**src/rtl/commit_controller_pkg.sv**
```systemverilog
// Shared CPU definitions for the commit stage: ROB tag width default,
// head entry type encodings (also used by the ROB and decoder) and the
// commit controller state encoding.
package commit_controller_pkg;

    localparam int ROB_WIDTH_DEFAULT = 4;

    typedef enum logic [1:0] {
        HEAD_REG    = 2'd0,
        HEAD_BRANCH = 2'd1,
        HEAD_STORE  = 2'd2,
        HEAD_OTHER  = 2'd3
    } head_type_e;

    typedef enum logic [1:0] {
        ST_RUN        = 2'd0,
        ST_WAIT_STORE = 2'd1,
        ST_FLUSH      = 2'd2
    } commit_state_e;

    // Entry types whose result goes back to the register file.
    function automatic logic writes_rd(input logic [1:0] head_type);
        return (head_type == HEAD_REG) || (head_type == HEAD_BRANCH);
    endfunction

endpackage

```
**src/rtl/commit_controller_if.sv**
```systemverilog
// Commit-stage bus: ROB head view, register-file write port, store commit
// handshake and flush/redirect outputs. The master side is the controller.
interface commit_controller_if
    import commit_controller_pkg::*;
#(
    parameter int ROB_WIDTH = ROB_WIDTH_DEFAULT
) ();

    // ROB head
    logic                 headValid;
    logic                 headReady;
    logic [ROB_WIDTH-1:0] headId;
    logic [1:0]           headType;
    logic [4:0]           headRd;
    logic [31:0]          headValue;
    logic                 headMispredict;
    logic [31:0]          headTarget;
    logic                 headPop;

    // Register-file write
    logic                 writeFlag;
    logic [ROB_WIDTH-1:0] robId;
    logic [4:0]           writeAddr;
    logic [31:0]          writeValue;

    // Store commit
    logic                 storeCommit;
    logic [ROB_WIDTH-1:0] storeRobId;
    logic                 storeDone;

    // Flush / redirect
    logic                 clearOut;
    logic                 redirectValid;
    logic [31:0]          redirectPc;

    logic [31:0]          commitCount;

    modport master (
        input  headValid, headReady, headId, headType, headRd, headValue,
               headMispredict, headTarget, storeDone,
        output headPop, writeFlag, robId, writeAddr, writeValue,
               storeCommit, storeRobId, clearOut, redirectValid, redirectPc,
               commitCount
    );

    modport slave (
        output headValid, headReady, headId, headType, headRd, headValue,
               headMispredict, headTarget, storeDone,
        input  headPop, writeFlag, robId, writeAddr, writeValue,
               storeCommit, storeRobId, clearOut, redirectValid, redirectPc,
               commitCount
    );

endinterface

```
**src/rtl/commit_controller.sv**
```systemverilog
// In-order commit controller. Retires the ROB head one entry per cycle,
// writes results to the register file one cycle later, holds stores until
// the memory side acknowledges, and flushes/redirects on a mispredict.
module commit_controller
    import commit_controller_pkg::*;
#(
    parameter int ROB_WIDTH = ROB_WIDTH_DEFAULT
) (
    input  logic                 clockIn,
    input  logic                 resetIn,
    input  logic                 readyIn,
    commit_controller_if.master  bus
);

    commit_state_e        state;
    commit_state_e        state_next;

    logic                 head_pop;
    logic                 fire;
    logic                 rd_write;
    logic                 store_fire;
    logic                 store_release;
    logic                 mispredict;

    logic                 write_flag;
    logic [ROB_WIDTH-1:0] rob_id;
    logic [4:0]           write_addr;
    logic [31:0]          write_value;
    logic                 store_commit;
    logic [ROB_WIDTH-1:0] store_rob_id;
    logic                 clear_out;
    logic                 redirect_valid;
    logic [31:0]          redirect_pc;
    logic [31:0]          commit_count;

    // State register; readyIn low freezes the FSM, reset wins over everything.
    always_ff @(posedge clockIn) begin
        if (resetIn) begin
            state <= ST_RUN;
        end else if (readyIn) begin
            state <= state_next;
        end
    end

    // Next state and per-cycle commit decisions (pop, write, store, flush).
    always_comb begin
        state_next    = state;
        head_pop      = 1'b0;
        fire          = 1'b0;
        rd_write      = 1'b0;
        store_fire    = 1'b0;
        store_release = 1'b0;
        mispredict    = 1'b0;

        unique case (state)
            ST_RUN: begin
                fire = readyIn && bus.headValid && bus.headReady;
                if (fire) begin
                    if (bus.headType == HEAD_STORE) begin
                        // Store stays at the head until memory acknowledges it.
                        store_fire = 1'b1;
                        state_next = ST_WAIT_STORE;
                    end else begin
                        head_pop = 1'b1;
                        rd_write = writes_rd(bus.headType) && (bus.headRd != 5'd0);
                        if ((bus.headType == HEAD_BRANCH) && bus.headMispredict) begin
                            mispredict = 1'b1;
                            state_next = ST_FLUSH;
                        end
                    end
                end
            end
            ST_WAIT_STORE: begin
                if (readyIn && bus.storeDone) begin
                    head_pop      = 1'b1;
                    store_release = 1'b1;
                    state_next    = ST_RUN;
                end
            end
            ST_FLUSH: begin
                // One dead cycle while the flush propagates to the queues.
                state_next = ST_RUN;
            end
            default: begin
                state_next = ST_RUN;
            end
        endcase

        if (resetIn) begin
            head_pop = 1'b0;
        end
    end

    // Registered outputs: pulses re-evaluated each enabled cycle, data latched
    // only when its strobe fires so stale values remain visible otherwise.
    always_ff @(posedge clockIn) begin
        if (resetIn) begin
            write_flag     <= 1'b0;
            rob_id         <= '0;
            write_addr     <= 5'd0;
            write_value    <= 32'd0;
            store_commit   <= 1'b0;
            store_rob_id   <= '0;
            clear_out      <= 1'b0;
            redirect_valid <= 1'b0;
            redirect_pc    <= 32'd0;
            commit_count   <= 32'd0;
        end else if (readyIn) begin
            write_flag <= rd_write;
            if (rd_write) begin
                rob_id      <= bus.headId;
                write_addr  <= bus.headRd;
                write_value <= bus.headValue;
            end

            clear_out      <= mispredict;
            redirect_valid <= mispredict;
            if (mispredict) begin
                redirect_pc <= bus.headTarget;
            end

            if (store_fire) begin
                store_commit <= 1'b1;
                store_rob_id <= bus.headId;
            end else if (store_release) begin
                store_commit <= 1'b0;
            end

            if (head_pop) begin
                commit_count <= commit_count + 32'd1;
            end
        end
    end

    assign bus.headPop       = head_pop;
    assign bus.writeFlag     = write_flag;
    assign bus.robId         = rob_id;
    assign bus.writeAddr     = write_addr;
    assign bus.writeValue    = write_value;
    assign bus.storeCommit   = store_commit;
    assign bus.storeRobId    = store_rob_id;
    assign bus.clearOut      = clear_out;
    assign bus.redirectValid = redirect_valid;
    assign bus.redirectPc    = redirect_pc;
    assign bus.commitCount   = commit_count;

endmodule

```
**src/flat_wrapper.sv**
```systemverilog
// flat-port wrapper written by rule: the top's interface ports become plain ports
module commit_controller_flat import commit_controller_pkg::*;
#(
    parameter int ROB_WIDTH = ROB_WIDTH_DEFAULT
)
  (clockIn, resetIn, readyIn, bus_headValid, bus_headReady, bus_headId, bus_headType, bus_headRd, bus_headValue, bus_headMispredict, bus_headTarget, bus_storeDone, bus_headPop, bus_writeFlag, bus_robId, bus_writeAddr, bus_writeValue, bus_storeCommit, bus_storeRobId, bus_clearOut, bus_redirectValid, bus_redirectPc, bus_commitCount);
  commit_controller_if #(.ROB_WIDTH(ROB_WIDTH)) bus_i ();
  input  logic clockIn;
  input  logic resetIn;
  input  logic readyIn;
  input wire logic [$bits(bus_i.headValid)-1:0] bus_headValid;
  input wire logic [$bits(bus_i.headReady)-1:0] bus_headReady;
  input wire logic [$bits(bus_i.headId)-1:0] bus_headId;
  input wire logic [$bits(bus_i.headType)-1:0] bus_headType;
  input wire logic [$bits(bus_i.headRd)-1:0] bus_headRd;
  input wire logic [$bits(bus_i.headValue)-1:0] bus_headValue;
  input wire logic [$bits(bus_i.headMispredict)-1:0] bus_headMispredict;
  input wire logic [$bits(bus_i.headTarget)-1:0] bus_headTarget;
  input wire logic [$bits(bus_i.storeDone)-1:0] bus_storeDone;
  output wire logic [$bits(bus_i.headPop)-1:0] bus_headPop;
  output wire logic [$bits(bus_i.writeFlag)-1:0] bus_writeFlag;
  output wire logic [$bits(bus_i.robId)-1:0] bus_robId;
  output wire logic [$bits(bus_i.writeAddr)-1:0] bus_writeAddr;
  output wire logic [$bits(bus_i.writeValue)-1:0] bus_writeValue;
  output wire logic [$bits(bus_i.storeCommit)-1:0] bus_storeCommit;
  output wire logic [$bits(bus_i.storeRobId)-1:0] bus_storeRobId;
  output wire logic [$bits(bus_i.clearOut)-1:0] bus_clearOut;
  output wire logic [$bits(bus_i.redirectValid)-1:0] bus_redirectValid;
  output wire logic [$bits(bus_i.redirectPc)-1:0] bus_redirectPc;
  output wire logic [$bits(bus_i.commitCount)-1:0] bus_commitCount;
  assign bus_i.headValid = bus_headValid;
  assign bus_i.headReady = bus_headReady;
  assign bus_i.headId = bus_headId;
  assign bus_i.headType = bus_headType;
  assign bus_i.headRd = bus_headRd;
  assign bus_i.headValue = bus_headValue;
  assign bus_i.headMispredict = bus_headMispredict;
  assign bus_i.headTarget = bus_headTarget;
  assign bus_i.storeDone = bus_storeDone;
  assign bus_headPop = bus_i.headPop;
  assign bus_writeFlag = bus_i.writeFlag;
  assign bus_robId = bus_i.robId;
  assign bus_writeAddr = bus_i.writeAddr;
  assign bus_writeValue = bus_i.writeValue;
  assign bus_storeCommit = bus_i.storeCommit;
  assign bus_storeRobId = bus_i.storeRobId;
  assign bus_clearOut = bus_i.clearOut;
  assign bus_redirectValid = bus_i.redirectValid;
  assign bus_redirectPc = bus_i.redirectPc;
  assign bus_commitCount = bus_i.commitCount;
  commit_controller #(.ROB_WIDTH(ROB_WIDTH)) u_core (.clockIn(clockIn), .resetIn(resetIn), .readyIn(readyIn), .bus(bus_i));
endmodule
```
**config.mk**
```make
export PLATFORM = sky130hd
export DESIGN_NAME = commit_controller_flat
export DESIGN_NICKNAME = d
export VERILOG_FILES = /design/src/rtl/commit_controller_pkg.sv /design/src/rtl/commit_controller_if.sv /design/src/rtl/commit_controller.sv /design/src/flat_wrapper.sv
export SDC_FILE = /design/constraint.sdc
export NUM_CORES = 1
export LEC_CHECK = 0
export CORE_MARGIN = 2
export CORE_UTILIZATION = 42
export CTS_CLUSTER_DIAMETER = 80
export DETAILED_ROUTE_END_ITERATION = 10
export PLACE_DENSITY = 0.83
export SLEW_MARGIN = 10
export SYNTH_ARGS = -nofsm -noshare
export SYNTH_HDL_FRONTEND = slang
export SYNTH_SLANG_ARGS = --single-unit
export TNS_END_PERCENT = 100
```
**constraint.sdc**
```tcl
create_clock -name clockIn -period 3.14 [get_ports clockIn]
set_clock_uncertainty 0.2 [all_clocks]
set_input_delay 0.942 -clock clockIn [delete_from_list [all_inputs] [get_ports clockIn]]
set_output_delay 0.942 -clock clockIn [all_outputs]
set_load 0.03 [all_outputs]
```
==> summary.txt <==
Run status
  • Status: finished clean

Logic synthesis
  • Mapped cell area: 0.004446 sq mm
  • Post-synth top cells: 160 x nand2_1, 114 x dfxtp_1, 86 x a21oi_1
  • Mean Syn Cell Area: 8.112 sq um
  • Area share of the largest cell type after synthesis: 0.5134
  • Cell count after synthesis: 548
  • Top cells by area, synth: dfxtp_1 51%, nand2_1 14%, a21oi_1 9.7%
  • Synth unique cells: 43
  • Synthesized Nets: 631
  • Ys flop type: dfxtp_1
  • Yosys Warn Count: 0
  • Yosys top cell by area: dfxtp_1
  • Count leader, synth: nand2_1
  • Post-synthesis sequential area ratio: 0.5134
  • Synth Register Bits: 114
  • Async SR Flop Fraction: 0
  • EDFF count, synth: 0

Drt
  • Vias: 4616
  • Routed wl met2: 6794 microns
  • Via-per-instance ratio: 5.140
  • Met3 WL: 1070 microns
  • Drt wl/cell: 14.91 microns
  • Detail Route Antenna Nets: 0
  • 1st-iter DRT viols: 288
  • Total iterations of the first detailed-routing run: 4
  • DRC Markers: 0
  • Drt total wl: 13390 microns
  • DR top layer: met4
  • M1 WL: 5371 microns

Placed design
  • Final HPWL from detailed placement: 9651 microns
  • Placed instance count: 864
  • IO buf count: 195
  • Routability cong.: 0.8424

Hold path
  • Hold Path Class: reg -> reg

Setup path
  • Buf/Inv on CP: 2
  • Worst Setup SP: bus_headReady
  • Worst setup EP type: output pin
  • WS Path Type: in -> out
  • Critical-path top delay cell: clkdlybuf4s50_1
  • RR Endpoint: u_core.bus.commitCount[30]$_SDFFE_PP0P_
  • Critical Path AT: 1.94 ns
  • Startpoint Class: primary input
  • Critical Path RT: 2.00 ns
  • Top delay family on crit path: buffers and inverters
  • R2R depth: 7
  • R2r setup slk: 0.64 ns
  • Crit path cell chain: clkdlybuf4s50_1, a31oi_4, nor2_2, buf_6
  • Slowest stage delay, CP: 0.50 ns
  • Crit path depth: 4
  • Worst r2r src: u_core.state[1]$_SDFFE_PP0P_
  • Max FO, Critical Path: 3
  • Critical Path Sink: bus_headPop

Clock tree
  • Clock transition at the registers of the reported paths: 0.05 ns
  • Maximum clock path buffer count: 2
  • CTS tree: done
  • Clk root buf: clkbuf_8
  • CTS sink count: 114
  • Htree depth: 4
  • CTS Buf Count: 17
  • Clk_lat worst skew: 0.48 ns

Pwr
  • Worst VDD drop: 0.3447 mV
  • PnR Total Power: 3.605 mW
  • Cell area power density: 499.3 mW/mm^2
  • P_leak: 2.471 nW

Global routing
  • Vias in the first global route: 4501
  • Largest net degree at the start of global routing: 80
  • Congestion Overflow GR: 0
  • Global-route wire length before repair: 21250 microns
  • Initial antenna violation count: 0
  • GRT Overall Usage: 0.2317

Timing
  • Final setup vio count: 0
  • Final Critical Period: 3.083 ns
  • Slew @ Worst Pin: 0.8051 ns
  • Final Max Tran Viols: 0
  • Worst rel slew slack: 0.4633
  • Final period utilization: 0.9818
  • Hold Vio Cnt, Final: 0
  • Setup TNS: 0 ns
  • RSZ-0062 raised after global routing: false
  • Fmax: 324.4 MHz

Floorplan
  • Row cnt: 37
  • Die Span Y: 106.9 microns
  • Floorplan core area: 0.01032 sq mm
  • Die width: 106.9 microns
  • IO Pins: 196
  • Initial Utilization: 0.4306
  • Area of the die: 0.01142 sq mm

Cells and area
  • Layout cells sized above 1: 0.08530
  • Final non-filler cell total: 898
  • Area Growth Syn to Fin: 62.40%
  • Ant diodes: 0
  • Layout Nets: 832

Flow run
  • Number of max-cap violations: 0
-- stage by stage --
stage	setup WS [ns]	utilization	hold slack, ns	instance area, sq um
after floorplan	0.09430	-	0.2746	4448
after global placement	-0.2197	0.6411	0.2406	6619
after detailed placement	-0.2921	0.6411	0.2481	6619
after CTS	0.04626	0.6993	0.2558	7219
after global routing	0.01928	0.6993	0.2655	7219
final	0.05715	0.6993	0.2525	7219
-- timing repair --
action                                  in CTS  in global routing
hold buffers                                 0                  0
endpoints found under the hold margin        0                  0
setup buffers                                2                  0
resized for setup                            9                  0
endpoints found under the setup margin       1                  0
-- final cells by class --
class / instances / area (sq um)
Tap cell: 136 / 170.2
Inverter: 3 / 11.26
Multi-Input combinational cell: 396 / 2028
Timing Repair Buffer: 217 / 2147
Clock buffer: 18 / 417.9
Clock inverter: 14 / 162.7
Sequential cell: 114 / 2282
Fill cell: 796 / 3104
-- flip-flops by register name, summed over array words and instances, names as in the netlist --
| name | cells |
|---|---|
| u_core.state | 2 |
| u_core.bus.commitCount | 32 |
| u_core.bus.writeFlag | 1 |
| u_core.bus.storeCommit | 1 |
| u_core.bus.clearOut | 1 |
| u_core.bus.storeRobId | 4 |
| u_core.bus.writeValue | 32 |
| u_core.bus.robId | 4 |
| u_core.bus.redirectPc | 32 |
| u_core.bus.writeAddr | 5 |
-- metal layers --
layer	up-vias	GRT usage
li1	2255	-
met1	2189	0.2639
met2	162	0.4167
met3	10	0.07112
met4	0	0.06679
met5	-	0
-- worst min-delay path by stage --
stage          cells after the start                                   start                                      to
4_1_cts                            2  u_core.bus.redirectPc[29]$_SDFFE_PP0P_  u_core.bus.redirectPc[29]$_SDFFE_PP0P_
5_1_grt                            2  u_core.bus.writeValue[30]$_SDFFE_PP0P_  u_core.bus.writeValue[30]$_SDFFE_PP0P_
6_report                           2  u_core.bus.redirectPc[29]$_SDFFE_PP0P_  u_core.bus.redirectPc[29]$_SDFFE_PP0P_
3_5_place_dp                       2  u_core.bus.redirectPc[29]$_SDFFE_PP0P_  u_core.bus.redirectPc[29]$_SDFFE_PP0P_
3_3_place_gp                       2  u_core.bus.writeValue[16]$_SDFFE_PP0P_  u_core.bus.writeValue[16]$_SDFFE_PP0P_
2_1_floorplan                      2            u_core.state[0]$_SDFFE_PP0P_            u_core.state[0]$_SDFFE_PP0P_
-- power breakdown --
group          internal (mW)  switching (mW)
registers               1.46         0.00946
logic                  0.143           0.124
clock network           1.20           0.661
-- cells in the final DEF, fill, tap and decap left out, drive strengths merged, types with 2 or more instances in the layout --
cell and n:
nor4b 2, xor2 2, nand2 160, and3 6
and2 2, dfxtp 114, nor3 7, a21oi 86
or4 4, o21ai 11, dlygate4sd2 5, clkdlybuf4s50 188
clkinv 6, or2 2, xnor2 20, buf 24
bufinv 3, nand4 6, nor2 29, nor4 12
clkinvlp 4, inv 4, or3 10, mux2i 4
and4 3, nand2b 3, nand3 11, clkbuf 18
o21a 2
-- cells by family (layout without fill, tap and decap cells) --
logic type / after synthesis / count (layout) / share of synthesized area
AND/OR/NAND/NOR: 264 / 264 / 0.2705
buffers and inverters: 38 / 252 / 0.03462
AO/OA/AOI/OAI: 105 / 105 / 0.1264
flip-flops: 114 / 114 / 0.5134
XOR/XNOR: 22 / 22 / 0.04334
multiplexers: 4 / 4 / 0.009007
adder cells (fa/ha/maj): 1 / 1 / 0.002814
-- tightest hold or removal path, cell delays in order, from the launching register on --
cell and delay, ns:
dfxtp_1 0.30, nand2_1 0.05, a21oi_1 0.05
Note: power is estimated with default switching activity, not from simulation.
